## src/rtl/io_debounce.sv

```systemverilog
// io_debounce: sync, tick-sampled debounce of 5 buttons and 16 switches.
// Optional edge outputs are enabled with macro IO_DEBOUNCE_EDGE_EN.
module io_debounce #(
  parameter int TICK_DIV     = 1000,
  parameter int STABLE_TICKS = 8
) (
  input  logic        clk,
  input  logic        rst_n,
  input  logic [4:0]  buttons_raw,
  input  logic [15:0] switches_raw,
  output logic [4:0]  buttons,
  output logic [15:0] switches,
  output logic [4:0]  btn_rise,
  output logic        sw_change
);

  localparam int NB = 21;
  localparam int PW = (TICK_DIV > 1) ? $clog2(TICK_DIV) : 1;
  localparam int CW = $clog2(STABLE_TICKS + 1);
  localparam logic [PW-1:0] PRE_LAST = PW'(TICK_DIV - 1);
  localparam logic [CW-1:0] CNT_LAST = CW'(STABLE_TICKS - 1);

  logic [NB-1:0] raw;
  logic [NB-1:0] s1_q, s1_d;
  logic [NB-1:0] s2_q, s2_d;
  logic [PW-1:0] pre_q, pre_d;
  logic          tick;
  logic [NB-1:0] stable_q, stable_d;
  logic [CW-1:0] cnt_q [NB];
  logic [CW-1:0] cnt_d [NB];
  logic [NB-1:0] out_q, out_d;

  assign raw = {switches_raw, buttons_raw};

  // two-flop synchronizer on every raw pin
  always_comb begin
    s1_d = raw;
    s2_d = s1_q;
  end

  // prescaler wraps at TICK_DIV-1; tick marks the wrap cycle
  always_comb begin
    tick  = (pre_q == PRE_LAST);
    pre_d = tick ? '0 : pre_q + 1'b1;
  end

  // per-bit mismatch counter; a full run of ticks adopts the new level
  always_comb begin
    stable_d = stable_q;
    for (int i = 0; i < NB; i++) begin
      cnt_d[i] = cnt_q[i];
      if (tick) begin
        if (s2_q[i] == stable_q[i]) begin
          cnt_d[i] = '0;
        end else if (cnt_q[i] == CNT_LAST) begin
          cnt_d[i]    = '0;
          stable_d[i] = s2_q[i];
        end else begin
          cnt_d[i] = cnt_q[i] + 1'b1;
        end
      end
    end
  end

  // output register decouples the stable levels from the consumers
  always_comb begin
    out_d = stable_q;
  end

  // all debounce state
  always_ff @(posedge clk or negedge rst_n) begin
    if (!rst_n) begin
      s1_q     <= '0;
      s2_q     <= '0;
      pre_q    <= '0;
      stable_q <= '0;
      out_q    <= '0;
      for (int i = 0; i < NB; i++) begin
        cnt_q[i] <= '0;
      end
    end else begin
      s1_q     <= s1_d;
      s2_q     <= s2_d;
      pre_q    <= pre_d;
      stable_q <= stable_d;
      out_q    <= out_d;
      for (int i = 0; i < NB; i++) begin
        cnt_q[i] <= cnt_d[i];
      end
    end
  end

  assign buttons  = out_q[4:0];
  assign switches = out_q[20:5];

`ifdef IO_DEBOUNCE_EDGE_EN
  logic [NB-1:0] prev_q, prev_d;

  // previous-cycle copy of the outputs for edge detection
  always_comb begin
    prev_d = out_q;
  end

  // edge history register
  always_ff @(posedge clk or negedge rst_n) begin
    if (!rst_n) begin
      prev_q <= '0;
    end else begin
      prev_q <= prev_d;
    end
  end

  assign btn_rise  = out_q[4:0] & ~prev_q[4:0];
  assign sw_change = |(out_q[20:5] ^ prev_q[20:5]);
`else
  assign btn_rise  = '0;
  assign sw_change = 1'b0;
`endif

endmodule

```

## config.mk

```make
export PLATFORM = sky130hd
export DESIGN_NAME = io_debounce
export DESIGN_NICKNAME = d
export VERILOG_FILES = /design/src/rtl/io_debounce.sv
export SDC_FILE = /design/constraint.sdc
export NUM_CORES = 1
export LEC_CHECK = 0
export BUFFER_PORTS_ARGS = -buffer_cell sky130_fd_sc_hd__buf_4
export CAP_MARGIN = 15
export CORE_ASPECT_RATIO = 0.9
export CORE_MARGIN = 2
export CORE_UTILIZATION = 36
export CTS_CLUSTER_DIAMETER = 80
export DETAILED_ROUTE_END_ITERATION = 16
export MAX_ROUTING_LAYER = met4
export PLACE_DENSITY = 0.55
export SYNTH_ARGS = -nofsm -noshare
export SYNTH_HDL_FRONTEND = slang
export SYNTH_SLANG_ARGS = --single-unit
```

## constraint.sdc

```tcl
create_clock -name clk -period 3.85 [get_ports clk]
set_clock_uncertainty 0.15 [all_clocks]
set_input_delay 0.385 -clock clk [delete_from_list [all_inputs] [get_ports clk]]
set_output_delay 0.385 -clock clk [all_outputs]
set_load 0.05 [all_outputs]
```

[After elaboration in Yosys (flattened, before gate mapping)]
Index checks and enable logic that the tools add are counted.
Storage, ports and cells
  input port bits: 23
  logic and storage cells: 196
  register bits: 178
  output and inout port bits: 27
Operators by class
  bitwise gates (word level): 21
  reduce and logical (&&, ||, !) cells: 21
  muxes and demuxes: 43
  add/subtract/negate cells: 22
  eq/ne operators: 43
Operators by type and width (number)
  4-bit 2-to-1 mux: 42
  4-bit by 1-bit adder with 4-bit output, second input constant: 21
  4-bit by 3-bit equality test with 1-bit output, second input constant: 21
  3-bit AND reduction: 21
  1-bit equality test: 21
  1-bit inverter: 21
  10-bit by 1-bit adder with 10-bit output, second input constant: 1
  10-bit equality test, second input constant: 1
  10-bit 2-to-1 mux: 1

[Longest topological paths before layout]
Gate-level depths: netlist of run 1.
  depth after elaboration: 3
  depth in mapped cells: 7
  gate-level depth less buffers: 4

[Worst setup path after synthesis of run 1]
Ideal clock, no wire load.
  path kind: reg2reg
  from: register pre_q[0]
  to: register stable_q[10], in the netlist out_d[10]
  library setup time: 0.128 ns
  arrival time: 1.680 ns
  slack: 1.892 ns
  stages on the path, launching flop included: 7
  buffers on the path: 2
  cells stage by stage: dfrtp_1 > ha_1 > nand3_1 > buf_2 > buf_6 > nor4_2 > mux2_1
Between the ends
  word-level cells in the longest chain between the ends: 2
Ends and longest elaborated chain
  from (decl): RTL line 26  | logic [PW-1:0] pre_q, pre_d;
  from (signal assigned): RTL line 84  | pre_q <= pre_d;
  10-bit equality test: RTL line 43  | tick = (pre_q == PRE_LAST);
  3-bit AND reduction (no line)
  to (signal assigned): RTL line 85  | stable_q <= stable_d;
  to (decl): RTL line 28  | logic [NB-1:0] stable_q, stable_d;
No other way between the ends.
A chain may end at the register's enable or synchronous reset.

[Worst setup path after layout of run 1]
  from: register pre_q[0]
  to: register cnt_q[57] in the netlist's numbering
Between the ends
  word-level cells in the longest chain between the ends: 1
Ends and longest elaborated chain
  10-bit equality test: RTL line 43
  to (signal, indexed assignment): RTL line 88  | cnt_q[i] <= cnt_d[i];
  to (decl): RTL line 29  | logic [CW-1:0] cnt_q [NB];
No other way between the ends.

==> results of run 1 <==
## critical path: cells and delay by family (launching register included)
kind          cells  cell delay (ps)
fa+ha+maj         1              310
buf+inv           1              410
flops             1              410
mux               1              260
simple gates      2             1110
## cells in the mapped netlist, drive strengths merged, types with 3 or more instances
master and count:
mux2 21, buf 22, nor2 3, nand2 67, clkbuf 17, inv 107, dfrtp 178, nand3b 21
o21ai 3, nand3 26, or3 24, nand4 22, nor4 22, xor2 23, a21oi 3, ha 22
o22ai 63, mux2i 21, a2111oi 42
## worst paths after layout
| kind | from | to | slack, ps | cells after the start |
|---|---|---|---|---|
| worst max-delay path | pre_q[0]$_DFF_PN0_ | cnt_q[57]$_DFFE_PN0N_ | 1070 | 5 |
| worst min-delay path | rst_n | s2_q[4]$_DFF_PN0_ | -70 | 1 |
| worst max register to register | pre_q[0]$_DFF_PN0_ | cnt_q[57]$_DFFE_PN0N_ | 1070 | 5 |
| worst min register to register | s1_q[9]$_DFF_PN0_ | s2_q[9]$_DFF_PN0_ | 200 | 0 |
| max in group asynchronous | rst_n | cnt_q[9]$_DFFE_PN0N_ | 2530 | 2 |
| min in group clk | s1_q[9]$_DFF_PN0_ | s2_q[9]$_DFF_PN0_ | 200 | 0 |
## registers in the layout, summed over array words and instances, names as in the netlist
signal,flops
s1_q,21
s2_q,21
pre_q,10
out_q,21
out_d,21
cnt_q,84
## timing repair
item | CTS | global route
hold buffers | 21 | 0
hold endpoints to repair | 21 | 0
gates resized for setup | 0 | 0
## power by group
| group | switching, mW | internal (mW) | leakage [nW] |
|---|---|---|---|
| clock | 0.741 | 1.12 | 0.305 |
| sequential | 0.0103 | 1.89 | 2.38 |
| combinational | 0.0669 | 0.0336 | 1.39 |
| total | 0.818 | 3.05 | 4.07 |
## routing by layer
metal / track usage, % / part of all wire [%]
met4: 5.223 / 1.1
met5: - / 0
met3: 3.334 / 3.8
met2: 25.06 / 49
met1: 18.77 / 46
## through the flow
step | util, % | std cells | hold slack (ps) | instance area (sq um)
floorplan | - | 725 | -60.59 | 8020
global placement | 39.49 | 1028 | 185.8 | 8568
detailed placement | 39.49 | 1028 | 187.9 | 8568
CTS | 43.38 | 1080 | 18.21 | 9412
global route | 43.38 | 1080 | 50.74 | 9412
finish | 43.38 | 1080 | -67.69 | 9412
## cells in the final DEF, fill, tap and decap left out, types with 22 or more instances in the layout
| cell type | netlist | routed |
|---|---|---|
| inv_1 | 107 | 107 |
| nand4_1 | 22 | 22 |
| a2111oi_0 | 42 | 42 |
| o22ai_1 | 63 | 63 |
| ha_1 | 22 | 22 |
| nand3_1 | 26 | 25 |
| nand2_1 | 67 | 66 |
| buf_4 | 11 | 50 |
| dfrtp_1 | 178 | 178 |
| xor2_1 | 23 | 23 |
| or3_1 | 24 | 24 |
## final cells by class
cell class	instances	area, sq um	share of cell area [%]
clock buffers	19	452.9	4.813
clock inverters	12	180.2	1.914
inverters	107	401.6	4.267
multi-input cells	401	2959	31.44
flip-flops and latches	178	4454	47.33
well taps	291	364.1	3.869
repair buffers	72	599.3	6.368
## cell families after synthesis
kind of cell	synth area share [%]
and+or+nand+nor	14.48
DFF	55.67
buffers and inverters	7.850
AOI/OAI and AO/OA	10.30
muxes	5.582
xor gates and xnor gates	2.627
adders and majority gates	3.440
other	0.04687
==> results.ini, run 1 <==
[outcome]
status=complete, but fails checks
violations=negative hold slack

[floorplanning]
core.rowCount=51
die_h_microns=145.4
initial_utilization_pct=36.88
die_area_sq_mm=0.02344
core_sq_mm=0.02170
num_io_pins=50
dieWidth_microns=161.2

[place]
routabilityCongestion=0.7629
hpwlAfterDp_mm=10.11
port_buffers=43
post-place-ws_ps=1095

[yosys]
yosysTopAreaCellShare_pct=55.67
yosys_warnings=0
synth_largest_area_cell=dfrtp_1
syn-cell-area_sq_mm=0.008001
syn_area_per_cell_sq_um=11.11
synthArstFlopShare_pct=100.0
synth.distinct_cells=36
yosys_most_used_dff=dfrtp_1
synth_edf_count=0
ys_seq_area_share_pct=55.67
synth_seq_cells=178
yosys-top-cells-area=dfrtp_1, inv_1, o22ai_1
postSynthCellCount=720

[cells_and_area]
antenna_cells=0
nets=822
areaGrowthSynthToFinish_pct=17.62
drive_gt1_share_pct=13.69
nFillCells=2002

[sta]
setup_viol=0
setup_slack_ps=1068
fin_crit_ps=2782
hold_viol=42
finalSetupTns_ps=0
timing.hold.ws_ps=-67.69
rsz0062_at_grt=false
fin_crit_sh_pct=72.27
relSlewSlack_pct=24.42
tightest_slew_ps=1134
fmax_mhz=359.4
slew_viol_final=0

[worst_setup_path]
critPathRequiredTime_ps=4040
startpoint_type=flip-flop
crit_chain=ha_1 > nand3_4 > nor3_4 > buf_4 > mux2i_1
crit_type=reg2reg
cp_data_arrival_time_ps=2970
crit_path_max_incr_delay_ps=700
setup.worst_path.end_class=flip-flop
cp_max_fo=67
crit_path_top_delay_cell=nand3_4

[global_route]
grt_pass1_wl_mm=28.43
grt-ovfl-total=0
grt_pass1_vias=5954
track_usage_pct=15.29
grt_start_max_net_pins=125
antenna_found_initial=0

[cts]
cts-root-buf=clkbuf_16
cts_setup_buffers=0
insertion_delay_ps=430
cts_sinks=178
cts_tree=done
path_clk_slew_ps=70
htreeDepth=4
cts_max_path_buffers=2
cts_buffers=17

[detailed_routing]
drt-initial-drc-count=403
drtAntennaViolNets=0
drtPass1Iterations=5
vias_per_cell=5.236
via_count=5655
wire_per_inst_microns=15.56
wl_mm=16.80
post-route-drc-count=0

[flow_run]
drv_cap=0

[pwr]
power_density_mw_per_mm2=410.6
max-vdd-ir-drop_mv=0.2306
power.total_mw=3.864
p_leak_nw=4.073

[min_path]
hold_class=in2async

Note: power is estimated with default switching activity, not from simulation.
==> inputs of run 2 (changes only) <==
Settings changed: ABC_AREA from default to 1, PLACE_DENSITY 0.55 to 0.57.
Clock period 3.85 ns to 2.4 ns, I/O delays scaled along.
==> run 2 against run 1 <==
The flow now finishes without violations; setup slack worse by 600 ps; critical path depth increased by 3; power rose by 55%; non-clock buffer count is 10 higher; worst hold slack better by 270 ps; fmax grew 44%.
==> results.ini, run 2 <==
[worst_setup_path]
r2r_end=cnt_q[31]$_DFFE_PN0N_
crit_chain=ha_1 > nand2_2 > nor2_4 > nand3_2 > buf_4 > inv_1 > nand2_1 > nand2_1
reg2regPathDepth=8
r2r_slack_ps=470
startpoint_type=flip-flop
crit_type=reg2reg
crit_path_max_incr_delay_ps=400
r2r-start=pre_q[0]$_DFF_PN0_
cp_max_fo=12
startpoint=pre_q[0]$_DFF_PN0_
critPathRequiredTime_ps=2610
cpLargestDelayFamily=simple AND/OR/NAND/NOR gates
setup.worst_path.end_class=flip-flop
timing.critical_path.mode_cell=nand2_1
crit_path_top_delay_cell=dfrtp_1
cp_data_arrival_time_ps=2140
critPathBufInv=2

[yosys]
yosysMostFrequentCell=nand2_1
yosys_most_used_dff=dfrtp_1
synthTopCellsByCount=nand2_1, dfrtp_1, nor2_1, inv_1, nand3_1
synth_edf_count=0
syn_area_per_cell_sq_um=8.684
yosys-top-cells-area=dfrtp_1, nand2_1, nor2_1
synth_largest_area_cell=dfrtp_1
synth_seq_cells=178
synth.distinct_cells=27
yosysTopAreaCellShare_pct=55.63
syn-cell-area_sq_mm=0.008006
postSynthCellCount=922
ys_seq_area_share_pct=55.63
synthArstFlopShare_pct=100.0
yosys_warnings=0

[global_route]
grt_pass1_vias=5675
track_usage_pct=14.66
grt_pass1_wl_mm=26.98
grt_start_max_net_pins=63
antenna_found_initial=0
grt-ovfl-total=0

[min_path]
holdPathEnd=s2_q[11]$_DFF_PN0_
hold_class=reg2reg
min_from=s1_q[11]$_DFF_PN0_
worst_hold_path.num_cells=0

[outcome]
status=complete, no violations

[sta]
finalSetupTns_ps=0
fmax_mhz=518.5
setup_viol=0
rsz0062_at_grt=false
hold_viol=0
setup_slack_ps=471.3
tightest_slew_ps=516.9
fin_crit_ps=1929
slew_viol_final=0
relSlewSlack_pct=65.54
fin_crit_sh_pct=80.36

[floorplanning]
core_sq_mm=0.02176
die_area_sq_mm=0.02345
dieWidth_microns=161.2
num_io_pins=50
die_h_microns=145.5
initial_utilization_pct=36.79
core.rowCount=51

[detailed_routing]
wl_mm=15.60
via_count=5878
wire_per_inst_microns=11.96
drtPass1Iterations=5
vias_per_cell=4.508
post-route-drc-count=0
drt-initial-drc-count=375
drtAntennaViolNets=0

[cells_and_area]
antenna_cells=0
nets=1045
top_register=cnt_q
areaGrowthSynthToFinish_pct=19.08
layout_commonest_cell=nand2_1
fin_cells=1304
drive_gt1_share_pct=9.773
final_cell_mix=nand2_1, dfrtp_1, nor2_1
design_area_sq_mm=0.009534
largest_reg_flops=84

[cts]
cts_resized=0
cts_setup_buffers=0
cts_tree=done
cts_hold_buf=22
cts_sinks=178
cts_max_path_buffers=2
cts_buffers=17
insertion_delay_ps=430
path_clk_slew_ps=60
cts-root-buf=clkbuf_16
htreeDepth=4

[place]
hpwlAfterDp_mm=10.05
post-place-ws_ps=460.3
dpl_cell_area_sq_mm=0.008732
port_buffers=43
placed_cells=1250
routabilityCongestion=0.7954

[pwr]
power.total_mw=5.988
power_density_mw_per_mm2=628.1
p_leak_nw=5.021
max-vdd-ir-drop_mv=0.4055

[flow_run]
drv_cap=0

## run 2: changes by cell type after synthesis, sizes merged, moves of 10 or more
| cell | delta |
|---|---|
| a21oi | +12 |
| nand2 | +201 |
| a2111oi | -42 |
| mux2i | -21 |
| xor2 | +10 |
| or3 | -24 |
| o22ai | -63 |
| nor4 | -22 |
| nor2 | +100 |
| nand3 | +49 |
| o21ai | +51 |
| clkbuf | -14 |
| nand3b | -21 |
| mux2 | -21 |
## run 2: power breakdown
part | internal (mW) | switching (mW) | total (mW)
Combinational | 0.0685 | 0.119 | 0.187
Sequential | 3.04 | 0.0175 | 3.05
Clock | 1.61 | 1.14 | 2.75
## run 2: layer usage
metal  vias to the layer above  wire (microns)  GRT usage (%)
met3                        15             509          3.391
met1                      2726            8057          19.77
li1                       3050               -              -
met5                         -               0              -
met4                         0             180          4.777
met2                        87            6851          21.91
## run 2: per-stage QoR
| stage | util [%] | hold WS (ps) |
|---|---|---|
| finish | 43.82 | 197.6 |
| global route | 43.82 | 204.8 |
| CTS | 43.82 | 199.2 |
| detailed placement | 40.13 | 123.6 |
| global placement | 40.13 | 124.3 |
| floorplan | - | -205.6 |
## run 2: layout make-up
| cell class | count | area (sq um) |
|---|---|---|
| sequential | 178 | 4454 |
| fill | 2104 | 12230 |
| clock buffer | 22 | 474.2 |
| inverter | 100 | 375.4 |
| multi-input combinational | 621 | 3032 |
| clock inverter | 10 | 107.6 |
| tap | 291 | 364.1 |
| timing repair buffer | 82 | 726.9 |
## run 2: how the worst max path moves through the flow
stage                                 end  slack (ps)  cells past startpoint
finish              cnt_q[31]$_DFFE_PN0N_         470                      8
global route        cnt_q[31]$_DFFE_PN0N_         260                      8
CTS                 cnt_q[75]$_DFFE_PN0N_         440                      8
detailed placement  cnt_q[20]$_DFFE_PN0N_         460                      7
global placement    cnt_q[31]$_DFFE_PN0N_         530                      8
floorplan           cnt_q[64]$_DFFE_PN0N_         810                      7
## run 2: logic make-up after synthesis
family	synth area share [%]
XOR/XNOR	4.266
AND/OR/NAND/NOR	25.49
other	0.04684
buffers and inverters	6.813
flip-flops	55.63
adder cells (fa/ha/maj)	3.438
AO/OA/AOI/OAI	4.313
